### src/rtl/line_buf_pkg.sv
// +--------------------------------------------------------------------------+
// | line_buf_pkg: shared types and default geometry for the line-bank reader |
// | Rev 1.0                                                                  |
// +--------------------------------------------------------------------------+
`default_nettype none

package line_buf_pkg;

    typedef enum logic [1:0] {
        IDLE    = 2'd0,
        STREAM  = 2'd1,
        RELEASE = 2'd2
    } state_t;

    localparam int DEF_LINES_PER_BANK = 12;
    localparam int DEF_H_ACTIVE       = 1920;
    localparam int DEF_V_ACTIVE       = 1080;
    localparam int DEF_CNT_W          = 12;

endpackage

`default_nettype wire

### src/rtl/axis_frame_counter.sv
// +--------------------------------------------------------------------------+
// | axis_frame_counter: h/v beat counters, last/sof/frame_end, sof resync    |
// | Rev 1.0                                                                  |
// +--------------------------------------------------------------------------+
`default_nettype none

module axis_frame_counter
    import line_buf_pkg::*;
#(
    parameter int H_ACTIVE = DEF_H_ACTIVE,
    parameter int V_ACTIVE = DEF_V_ACTIVE,
    parameter int CNT_W    = DEF_CNT_W
) (
    input  logic clk,
    input  logic rst,
    input  logic valid,
    input  logic beat,
    input  logic line_start,
    input  logic sof_pulse,
    output logic line_end,
    output logic last,
    output logic sof,
    output logic frame_end
);

    localparam logic [CNT_W-1:0] H_MAX = CNT_W'(H_ACTIVE - 1);
    localparam logic [CNT_W-1:0] V_MAX = CNT_W'(V_ACTIVE - 1);

    logic [CNT_W-1:0] h;
    logic [CNT_W-1:0] v;
    logic             sof_armed;
    logic             resync;

    assign line_end = (h == H_MAX);
    assign last     = valid & line_end;
    assign sof      = valid & (h == '0) & (v == '0) & sof_armed;

    always_ff @(posedge clk) begin
        if (rst) begin
            h         <= '0;
            v         <= '0;
            sof_armed <= 1'b0;
            resync    <= 1'b0;
            frame_end <= 1'b0;
        end else begin
            frame_end <= beat & line_end & (v == V_MAX);

            if (line_start) begin
                h <= '0;
                if (resync) begin
                    v      <= '0;
                    resync <= 1'b0;
                end
            end else if (beat) begin
                if (line_end) begin
                    h <= '0;
                    if (resync) begin
                        v      <= '0;
                        resync <= 1'b0;
                    end else if (v == V_MAX) begin
                        v <= '0;
                    end else begin
                        v <= v + CNT_W'(1);
                    end
                end else begin
                    h <= h + CNT_W'(1);
                end
            end else if (resync && (h == '0)) begin
                // Sitting on a line boundary: restart the frame before the next beat
                v      <= '0;
                resync <= 1'b0;
            end

            if (sof_pulse) begin
                sof_armed <= 1'b1;
                if (v != '0) begin
                    resync <= 1'b1;
                end
            end else if (beat && sof) begin
                sof_armed <= 1'b0;
            end
        end
    end

endmodule

`default_nettype wire

### src/rtl/line_bank_read_scheduler.sv
// +--------------------------------------------------------------------------+
// | line_bank_read_scheduler: round-robin bank grant, one-hot line walk, AXIS|
// | Rev 1.0                                                                  |
// +--------------------------------------------------------------------------+
`default_nettype none

module line_bank_read_scheduler
    import line_buf_pkg::*;
#(
    parameter int LINES_PER_BANK = DEF_LINES_PER_BANK,
    parameter int H_ACTIVE       = DEF_H_ACTIVE,
    parameter int V_ACTIVE       = DEF_V_ACTIVE,
    parameter int CNT_W          = DEF_CNT_W
) (
    input  logic                        i_pclk,
    input  logic                        i_rst,
    input  logic [1:0]                  i_bank_full,
    input  logic [2*LINES_PER_BANK-1:0] i_line_empty,
    input  logic                        i_sof_pulse,
    input  logic                        i_m_axis_ready,
    output logic [2*LINES_PER_BANK-1:0] o_line_sel,
    output logic [2*LINES_PER_BANK-1:0] o_line_rd_en,
    output logic                        o_m_axis_valid,
    output logic                        o_m_axis_last,
    output logic                        o_m_axis_sof,
    output logic                        o_frame_end,
    output logic [1:0]                  o_bank_done,
    output logic                        o_underflow
);

    localparam int NL    = 2 * LINES_PER_BANK;
    localparam int IDX_W = (LINES_PER_BANK > 1) ? $clog2(LINES_PER_BANK) : 1;

    localparam logic [NL-1:0]    SEL_BANK0 = NL'(1);
    localparam logic [NL-1:0]    SEL_BANK1 = SEL_BANK0 << LINES_PER_BANK;
    localparam logic [IDX_W-1:0] IDX_LAST  = IDX_W'(LINES_PER_BANK - 1);

    state_t           state;
    logic [NL-1:0]    line_sel;
    logic [IDX_W-1:0] line_idx;
    logic             bank;
    logic             last_bank;
    logic [1:0]       rearm;
    logic [1:0]       bank_done;
    logic             underflow;

    logic [1:0]       eligible;
    logic             grant;
    logic             grant_bank;
    logic             active;
    logic             sel_empty;
    logic             valid;
    logic             beat;
    logic             line_end;

    assign eligible   = i_bank_full & rearm;
    assign grant      = (state == IDLE) & (|eligible);
    // On a tie the bank not served last wins, so a tie after reset picks bank 0
    assign grant_bank = (eligible == 2'b11) ? ~last_bank : eligible[1];

    assign active    = (state == STREAM);
    assign sel_empty = |(i_line_empty & line_sel);
    assign valid     = active & ~sel_empty;
    assign beat      = valid & i_m_axis_ready;

    assign o_line_sel     = line_sel;
    assign o_line_rd_en   = line_sel & {NL{beat}};
    assign o_m_axis_valid = valid;
    assign o_bank_done    = bank_done;
    assign o_underflow    = underflow;

    always_ff @(posedge i_pclk) begin
        if (i_rst) begin
            state     <= IDLE;
            line_sel  <= '0;
            line_idx  <= '0;
            bank      <= 1'b0;
            last_bank <= 1'b1;
            rearm     <= 2'b11;
            bank_done <= 2'b00;
            underflow <= 1'b0;
        end else begin
            bank_done <= 2'b00;

            case (state)
                IDLE: begin
                    if (grant) begin
                        bank     <= grant_bank;
                        line_sel <= grant_bank ? SEL_BANK1 : SEL_BANK0;
                        line_idx <= '0;
                        state    <= STREAM;
                    end
                end
                STREAM: begin
                    if (beat && line_end) begin
                        if (line_idx == IDX_LAST) begin
                            line_sel        <= '0;
                            bank_done[bank] <= 1'b1;
                            state           <= RELEASE;
                        end else begin
                            line_sel <= line_sel << 1;
                            line_idx <= line_idx + IDX_W'(1);
                        end
                    end
                end
                RELEASE: begin
                    last_bank   <= bank;
                    rearm[bank] <= 1'b0;
                    state       <= IDLE;
                end
                default: state <= IDLE;
            endcase

            // A low full flag re-arms its bank; this overrides the release-time clear
            for (int b = 0; b < 2; b++) begin
                if (!i_bank_full[b]) begin
                    rearm[b] <= 1'b1;
                end
            end

            if (active && sel_empty) begin
                underflow <= 1'b1;
            end
        end
    end

    axis_frame_counter #(
        .H_ACTIVE (H_ACTIVE),
        .V_ACTIVE (V_ACTIVE),
        .CNT_W    (CNT_W)
    ) u_frame_counter (
        .clk        (i_pclk),
        .rst        (i_rst),
        .valid      (valid),
        .beat       (beat),
        .line_start (grant),
        .sof_pulse  (i_sof_pulse),
        .line_end   (line_end),
        .last       (o_m_axis_last),
        .sof        (o_m_axis_sof),
        .frame_end  (o_frame_end)
    );

endmodule

`default_nettype wire

### config.mk
export PLATFORM = sky130hd
export DESIGN_NAME = line_bank_read_scheduler
export DESIGN_NICKNAME = d
export VERILOG_FILES = /design/src/rtl/line_buf_pkg.sv /design/src/rtl/axis_frame_counter.sv /design/src/rtl/line_bank_read_scheduler.sv
export SDC_FILE = /design/constraint.sdc
export NUM_CORES = 1
export LEC_CHECK = 0
export ABC_CLOCK_PERIOD_IN_PS = 5800
export BUFFER_PORTS_ARGS = -buffer_cell sky130_fd_sc_hd__buf_4
export CAP_MARGIN = 10
export CORE_MARGIN = 8
export CORE_UTILIZATION = 35
export CTS_BUF_LIST = sky130_fd_sc_hd__clkbuf_4 sky130_fd_sc_hd__clkbuf_8 sky130_fd_sc_hd__clkbuf_16
export DETAILED_ROUTE_END_ITERATION = 10
export PLACE_DENSITY = 0.68
export SYNTH_ARGS = -nofsm -noshare
export SYNTH_HDL_FRONTEND = slang
export SYNTH_SLANG_ARGS = --single-unit
### constraint.sdc
create_clock -name i_pclk -period 5.8 [get_ports i_pclk]
set_input_delay 1.16 -clock i_pclk [delete_from_list [all_inputs] [get_ports i_pclk]]
set_output_delay 1.16 -clock i_pclk [all_outputs]
set_load 0.02 [all_outputs]
==> impl_results.md, run 1 <==
- Final hold viol count: 0
- Total GRT Usage: 0.147
- Final setup TNS: 0 ps
- Post-synth top area share: 0.396
- Switching part of the total: 0.259
- Reg power frac: 0.515
- Post-cts sizing count: 0
- Psw: 226 µW
- Seq/Total Area, Yosys: 0.396
- Row count: 35
- WL final: 9.31 mm
- Status: completed
- DRT iter0 DRCs: 194
- #FFs+latches synth: 64
- Netlist cell types: 51
- Clock Latency Late Sink: 340 ps
- Setup WS pre-CTS: 1560 ps
- Clock share of power: 0.393
- Worst Path Required: 4640 ps
- Synth Cell Area: 3230 µm²
- H-tree depth: 3
- Hold Path Origin: u_frame_counter.sof_armed
- Worst Skew: 7.19 ps
- Crit. End Element: output port
- Root buf cell: clkbuf_8
- Synth top area cells: dfxtp_1, nand3_1, and2_1, nand2_1, o21ai_0
- Post-DP HPWL: 6.88 mm
- Ys async rst share: 0
- WHS Endpoint: u_frame_counter.sof_armed
- Min-Delay Path Depth: 2
- WP data arrival: 3070 ps
- Port bufs: 84
- Layout fillers: 929
- Total core area: 9110 µm²
- Syn Area/Cell: 8.02 µm²
- Post-Syn Instances: 403
- Placed Instances: 580
- Area of the die: 12600 µm²
- Cell Int Power: 645 µW
- Tightest Hold Check Type: reg2reg
- Chip Height: 112 µm
- Fraction of layout cells with a size suffix above 1: 0.241
- Post-synth top area cell: dfxtp_1
- Wire per inst: 15.6 µm
- Comb pwr share: 0.093
- Max cap viols: 0
- Largest net degree at the start of global routing: 50
- Worst reg-to-reg setup slack: 2980 ps
- Starting Density: 0.355
- Setup bufs post-CTS: 0
- Pwr Density: 212 nW/µm²
- Die X: 112 µm
- Antenna violations before repair: 0
- I/O pins: 85
- Pins Over Slew Limit: 0
- Worst R2R Path Depth: 5
- Post-route ant nets: 0
- Leakage power: 0.00168 µW
- CP Launch Type: primary input
- Antenna diodes: 0
- Min Tclk post-route: 4230 ps
- Routed via count: 3221
- R2R Path Start: state[0]
- Tot Pwr: 871 µW
- Slew headroom: 0.380
- Vias in the first global route: 2989
- F_max: 236 MHz
- Tcrit/Tclk final: 0.729
- RSZ-0062 raised after global routing: no
- Gpl congestion: 0.862
- Post-route insts no fill: 596
- Fin nets: 515
- Vias per inst: 5.40
- # setup viols final: 0
- EDFF count, synth: 0
- VDD IR-drop max: 0.0828 mV
- First-pass GRT wire length: 15.2 mm
- FF-to-FF End: u_frame_counter.v[0]
- GR Overflow Total: 0
- Cts bufs inserted: 9
- First-pass DRT Iterations: 4
- Area growth syn-to-layout: 27.1%
- Post-CTS Hold Fix Bufs: 0
- Yosys warns: 0
- Worst setup margin: 1570 ps
- Clock sinks: 64
- Synthesized Nets: 438
- TritonCTS clock tree: yes
- Clock Pin Slew Worst Setup and Hold Paths: 60 ps
- Drc violations: 0
- Worst Max-Slew Pin Slew: 929 ps
- Peak fanout along the critical path: 27
- Longest Clk Path Bufs: 2
- Crit Path Class: in2out
- Top_reg_cell synth: dfxtp_1
-- routing by layer --
layer  GRT usage  routed length (µm)
met2       0.248                4660
met3      0.0327                 441
met1       0.177                4070
met5           0                   0
met4      0.0567                 134
-- layout by cell type (no fill, tap or decap), types with 3 or more instances in the layout --
cell | synthesis | routed
and2_1 | 30 | 30
nor4_1 | 6 | 6
and3_1 | 5 | 5
a22oi_1 | 10 | 10
nor3_1 | 10 | 9
nor2_1 | 21 | 21
clkinv_2 | 0 | 4
buf_4 | 0 | 85
xor2_1 | 3 | 3
inv_1 | 8 | 8
nand2_1 | 50 | 50
nand4_1 | 8 | 8
a21boi_0 | 3 | 3
a22oi_2 | 3 | 3
o21ai_0 | 32 | 32
clkbuf_8 | 0 | 10
nand3_1 | 43 | 43
o31ai_1 | 7 | 7
ha_1 | 5 | 5
nand2b_1 | 8 | 8
a21o_1 | 7 | 7
dfxtp_1 | 64 | 64
a21oi_1 | 15 | 15
or4_1 | 7 | 7
and4_1 | 3 | 3
-- state kept, by name (all words and copies together), names as in the netlist, 2 cells and up --
register,flops
line_idx,4
u_frame_counter.h,12
rearm,2
u_frame_counter.v,12
state,2
o_line_sel,24
o_bank_done,2
-- power groups by stage --
stage	clock [µW]	combinational, µW	sequential, µW
CTS	347	80.8	448
detailed placement	0	80.5	458
floorplan	0	45.3	459
finish	342	80.8	448
global route	372	88.7	448
global placement	0	78.4	458
-- worst max-delay path, stage by stage --
cell     delay [ps]
buf_4           110
a22oi_1         230
and4_1          400
and4_1          780
and2_2          260
buf_4           130
-- worst max path at each step --
stage | slack [ps] | startpoint | depth (start not counted) | to
floorplan | 1950 | i_line_empty[2] | 6 | o_m_axis_sof
global placement | 1640 | i_line_empty[8] | 6 | o_line_rd_en[2]
detailed placement | 1560 | i_line_empty[8] | 6 | o_line_rd_en[2]
CTS | 1550 | i_line_empty[8] | 6 | o_line_rd_en[2]
global route | 1400 | i_line_empty[8] | 6 | o_line_rd_en[2]
finish | 1570 | i_line_empty[8] | 6 | o_line_rd_en[2]
-- Yosys cell counts, drive strengths merged, types with 3 or more instances --
cell type,number
dfxtp,64
nand2,51
nand3,44
and2,32
o21ai,32
nor2,21
a21oi,15
clkbuf,14
a22oi,13
nor3,10
a21o,8
inv,8
nand2b,8
nand4,8
nor4,7
o31ai,7
or4,7
and3,5
buf,5
ha,5
a21boi,3
and4,3
or3,3
xor2,3
-- logic make-up (layout without fill, tap and decap cells) --
kind of cell    count (synthesis)  in the layout  share of synthesized area
simple gates                  208            208                      0.344
compound gates                 92             92                      0.187
flops                          64             64                      0.396
buf+inv                        27            109                     0.0333
fa+ha+maj                       5              5                     0.0194
xor+xnor                        5              5                     0.0136
mux                             2              2                    0.00658
-- metrics by stage --
stage	cell area, µm²	utilization	hold WS [ps]
detailed placement	3940	0.432	465
global route	4110	0.451	503
floorplan	3230	-	444
global placement	3940	0.432	456
finish	4110	0.451	488
CTS	4110	0.451	479
-- area by class of cell --
class	count	area (µm²)	share of cell area
clock buffers	12	153	0.0371
repair buffers	85	638	0.155
well taps	111	139	0.0338
inverters	8	30.0	0.00731
multi-input cells	312	1850	0.450
flip-flops and latches	64	1280	0.312
clock inverters	4	20.0	0.00487
Note: power is estimated with default switching activity, not from simulation.
==> run 2: changes to the inputs <==
Settings changed: ABC_CLOCK_PERIOD_IN_PS 5800 to 3500, PLACE_DENSITY 0.68 to 0.7.
Clock period 5.8 ns to 3.5 ns, I/O delays scaled along.
==> impl_results.md, run 2 (synthesis results as in run 1) <==
- Slowest cell on crit path: or4_1
- Root buf cell: clkbuf_8
- Met2 WL: 4.58 mm
- WP buf/inv: 1
- Clock Pin Slew Worst Setup and Hold Paths: 70 ps
- Area growth syn-to-layout: 30.2%
- Vias per inst: 5.40
- Routed via count: 3257
- R2R Path Start: u_frame_counter.h[0]
- Drc violations: 0
- Setup bufs post-CTS: 0
- Slew headroom: 0.623
- Wire per inst: 15.6 µm
- Gpl congestion: 0.881
- Commonest non-fill, non-tap cell in the layout: buf_4
- WP data arrival: 2250 ps
- Tightest Hold Check Type: reg2reg
- Reg power frac: 0.477
- Largest net degree at the start of global routing: 39
- Peak fanout along the critical path: 6
- Fraction of layout cells with a size suffix above 1: 0.252
- Post-route insts no fill: 603
- H-tree depth: 3
- Port bufs: 84
- Worst Skew: 4.53 ps
- RSZ-0062 raised after global routing: no
- Final setup TNS: 0 ps
- F_max: 339 MHz
- Min Tclk post-route: 2950 ps
- VDD IR-drop max: 0.154 mV
- Switching part of the total: 0.243
- Antenna violations before repair: 0
- TritonCTS clock tree: yes
- Hold Path Origin: u_frame_counter.sof_armed
- Crit-path leading delay family: simple AND/OR/NAND/NOR gates
- I/O pins: 85
- # setup viols final: 0
- Row count: 35
- GR Overflow Total: 0
- DR WL met3: 440 µm
- Crit. End Element: output port
- Critical path, cell by cell: ha_1 -> nand2_1 -> or4_1 -> nor3_1 -> buf_4
- Post-route ant nets: 0
- Psw: 378 µW
- Post-cts sizing count: 0
- Clock Latency Late Sink: 350 ps
- Max layer used: met4
- Worst Max-Slew Pin Slew: 565 ps
- Status: completed
- Fin nets: 523
- Placed Instances: 588
- Chip Height: 112 µm
- Dpl cell area: 4000 µm²
- Tot Pwr: 1560 µW
- Tcrit/Tclk final: 0.842
- DRT met1 WL: 4.14 mm
- Post-DP HPWL: 7.03 mm
- Antenna diodes: 0
- First-pass GRT wire length: 15.6 mm
- Total GRT Usage: 0.151
- CP Launch Type: register
- Setup crit start: u_frame_counter.h[0]
- Worst Path Required: 2800 ps
- Die X: 112 µm
- Clock sinks: 64
- Pwr Density: 371 nW/µm²
- Longest Clk Path Bufs: 2
- Cell Int Power: 1180 µW
- Final instance area: 4210 µm²
- CP max stage delay: 570 ps
- Crit Path Class: reg2out
- Largest register FFs: 24
- DRT iter0 DRCs: 221
- Most frequent cells in the layout: buf_4, dfxtp_1, nand2_1
- Final hold slack: 483 ps
- Comb pwr share: 0.091
- Clock share of power: 0.432
- Area of the die: 12600 µm²
- Leakage power: 0.00173 µW
- Starting Density: 0.355
- Post-CTS Hold Fix Bufs: 0
- Max cap viols: 0
- Pins Over Slew Limit: 0
- Cts bufs inserted: 9
- Vias in the first global route: 3127
- Final hold viol count: 0
- First-pass DRT Iterations: 4
- Total core area: 9110 µm²
- Layout fillers: 906
- WL final: 9.42 mm
run 2: cell types whose count changed in the layout (fill, tap and decap cells not counted), sizes merged:
cell / previous run / this run
buf: 85 / 93
clkinv: 4 / 0
bufinv: 0 / 1
clkbuf: 12 / 13
clkinvlp: 0 / 1
run 2: area by class of cell:
cell class,instances,area (µm²),area share
timing repair buffer,93,698,0.166
inverter,8,30.0,0.00714
tap,111,139,0.0330
clock inverter,2,37.5,0.00892
multi-input combinational,312,1850,0.439
sequential,64,1280,0.305
clock buffer,13,173,0.0410
run 2: per-layer routing:
metal,GRT usage,vias up
met4,0.0818,0
met3,0.0360,19
met2,0.246,76
met5,0,-
li1,-,1627
met1,0.181,1535
run 2: through the flow:
step                worst slack, ps  utilization
floorplan                       569            -
global placement                613        0.439
detailed placement              585        0.439
CTS                             542        0.462
global route                    369        0.462
finish                          554        0.462
run 2: tightest hold or removal path, cell delays in order (launching register included):
cell,delay [ps]
dfxtp_1,320
o31ai_1,60
a21oi_1,60
run 2: path summary, 6_finish.rpt:
check                                                  to  slack, ps  cells after the start
worst max-delay path                        o_m_axis_last        550                      5
worst min register to register  u_frame_counter.sof_armed        480                      2
worst min-delay path            u_frame_counter.sof_armed        480                      2
worst max register to register     u_frame_counter.resync       1040                      7
run 2: power by group through the flow:
stage / Combinational (µW) / Clock (µW) / Sequential, µW
6_report: 142 / 674 / 743
5_1_grt: 156 / 726 / 744
4_1_cts: 142 / 690 / 743
3_5_place_dp: 141 / 0 / 759
3_3_place_gp: 138 / 0 / 759
2_1_floorplan: 75.0 / 0 / 761
==> run 3: changes to the inputs <==
Settings changed: ABC_CLOCK_PERIOD_IN_PS 3500 to 2570.
Clock period 3.5 ns to 2.57 ns, I/O delays scaled along.
==> impl_results.md, run 3 (synthesis results as in run 1) <==
- Status: completed
- Peak fanout along the critical path: 16
- Reg power frac: 0.495
- Comb pwr share: 0.103
- Commonest non-fill, non-tap cell in the layout: buf_4
- Worst Skew: 8.98 ps
- Final hold viol count: 0
- DRT iter0 DRCs: 196
- Total core area: 9110 µm²
- Switching part of the total: 0.259
- Layout fillers: 879
- WP data arrival: 1950 ps
- Final instance area: 4280 µm²
- Total GRT Usage: 0.150
- Psw: 529 µW
- Longest Clk Path Bufs: 2
- Antenna diodes: 0
- Largest net degree at the start of global routing: 39
- GR Overflow Total: 0
- Clock share of power: 0.402
- Dpl cell area: 4020 µm²
- Port bufs: 84
- Placed Instances: 590
- Post-route ant nets: 0
- Tightest Hold Check Type: in2reg
- I/O pins: 85
- Largest register FFs: 24
- Wire per inst: 15.4 µm
- Post-route insts no fill: 607
- VDD IR-drop max: 0.223 mV
- Setup WS pre-CTS: -0.838 ps
- CP max stage delay: 370 ps
- Worst Path Required: 2060 ps
- Fraction of layout cells with a size suffix above 1: 0.296
- CP Launch Type: register
- Crit-path leading delay family: simple AND/OR/NAND/NOR gates
- Tcrit/Tclk final: 0.960
- Area of the die: 12600 µm²
- Chip Height: 112 µm
- Area growth syn-to-layout: 32.5%
- First-pass DRT Iterations: 4
- # setup viols final: 0
- Max cap viols: 0
- Starting Density: 0.355
- Vias per inst: 5.44
- Drc violations: 0
- Routed via count: 3301
- Min Tclk post-route: 2470 ps
- Most frequent cells in the layout: buf_4, dfxtp_1, nand2_1
- Post-DP HPWL: 7.02 mm
- Clock Latency Late Sink: 350 ps
- Vias in the first global route: 3125
- Crit. End Element: output port
- Clock sinks: 64
- Gpl congestion: 0.853
- Critical path, cell by cell: a22oi_1 -> and4_4 -> and4_4 -> buf_4 -> and2_1 -> buf_4
- Row count: 35
- Leakage power: 0.00174 µW
- Clock Pin Slew Worst Setup and Hold Paths: 70 ps
- F_max: 406 MHz
- Worst setup margin: 104 ps
- Worst Max-Slew Pin Slew: 806 ps
- WP buf/inv: 2
- Root buf cell: clkbuf_8
- H-tree depth: 3
- RSZ-0062 raised after global routing: no
- Pins Over Slew Limit: 0
- Die X: 112 µm
- Slowest cell on crit path: dfxtp_1
- Pwr Density: 477 nW/µm²
- Crit Path Class: reg2out
- TritonCTS clock tree: yes
- Cell Int Power: 1510 µW
- Slew headroom: 0.462
- First-pass GRT wire length: 15.5 mm
- Antenna violations before repair: 0
- WL final: 9.32 mm
- Cts bufs inserted: 9
- Fin nets: 526
run 3: cell types whose count changed in the layout (fill, tap and decap cells not counted), sizes merged:
cell / previous run / this run
clkbuf: 13 / 12
buf: 93 / 96
clkinv: 0 / 1
bufinv: 1 / 0
clkinvlp: 1 / 3
run 3: worst paths after layout:
| path | from | to | slack, ps | cells past startpoint |
|---|---|---|---|---|
| hold reg to reg | u_frame_counter.sof_armed | u_frame_counter.sof_armed | 480 | 2 |
| hold / removal | i_bank_full[1] | rearm[1] | 360 | 2 |
| setup / recovery | o_line_sel[12] | o_line_rd_en[1] | 100 | 6 |
| setup reg to reg | o_line_sel[12] | u_frame_counter.v[0] | 350 | 6 |
run 3: cell type report:
cell class	instances	area [µm²]	share of cell area
multi-input cells	312	1900	0.444
clock inverters	4	27.5	0.00643
clock buffers	12	165	0.0386
well taps	111	139	0.0324
repair buffers	96	733	0.171
flip-flops and latches	64	1280	0.300
inverters	8	30.0	0.00701
run 3: layer usage:
layer  track usage  vias to the layer above  share of wire
met5             0                        -              0
met4        0.0531                        0          0.014
met3        0.0413                       12          0.052
met2         0.250                       72           0.49
met1         0.180                     1582           0.44
li1              -                     1635              -
run 3: stage by stage:
stage	hold WS (ps)	total power, µW	util	setup TNS, ps
after floorplan	444	1140	-	0
after global placement	459	1230	0.442	0
after detailed placement	469	1240	0.442	-0.838
after CTS	342	2060	0.464	0
after global routing	350	2130	0.470	0
final	355	2040	0.470	0
run 3: timing repair:
item	in CTS	in global routing
setup buffers	0	1
gates resized for setup	4	16
hold buffers	0	0
endpoints found under the setup margin	25	26
pin swaps	0	3
run 3: power groups by stage:
stage,Sequential (µW),Clock [µW],Combinational [µW]
after floorplan,1040,0,102
after detailed placement,1030,0,205
final,1010,821,210
after global routing,1010,893,230
after CTS,1010,841,207
after global placement,1030,0,201
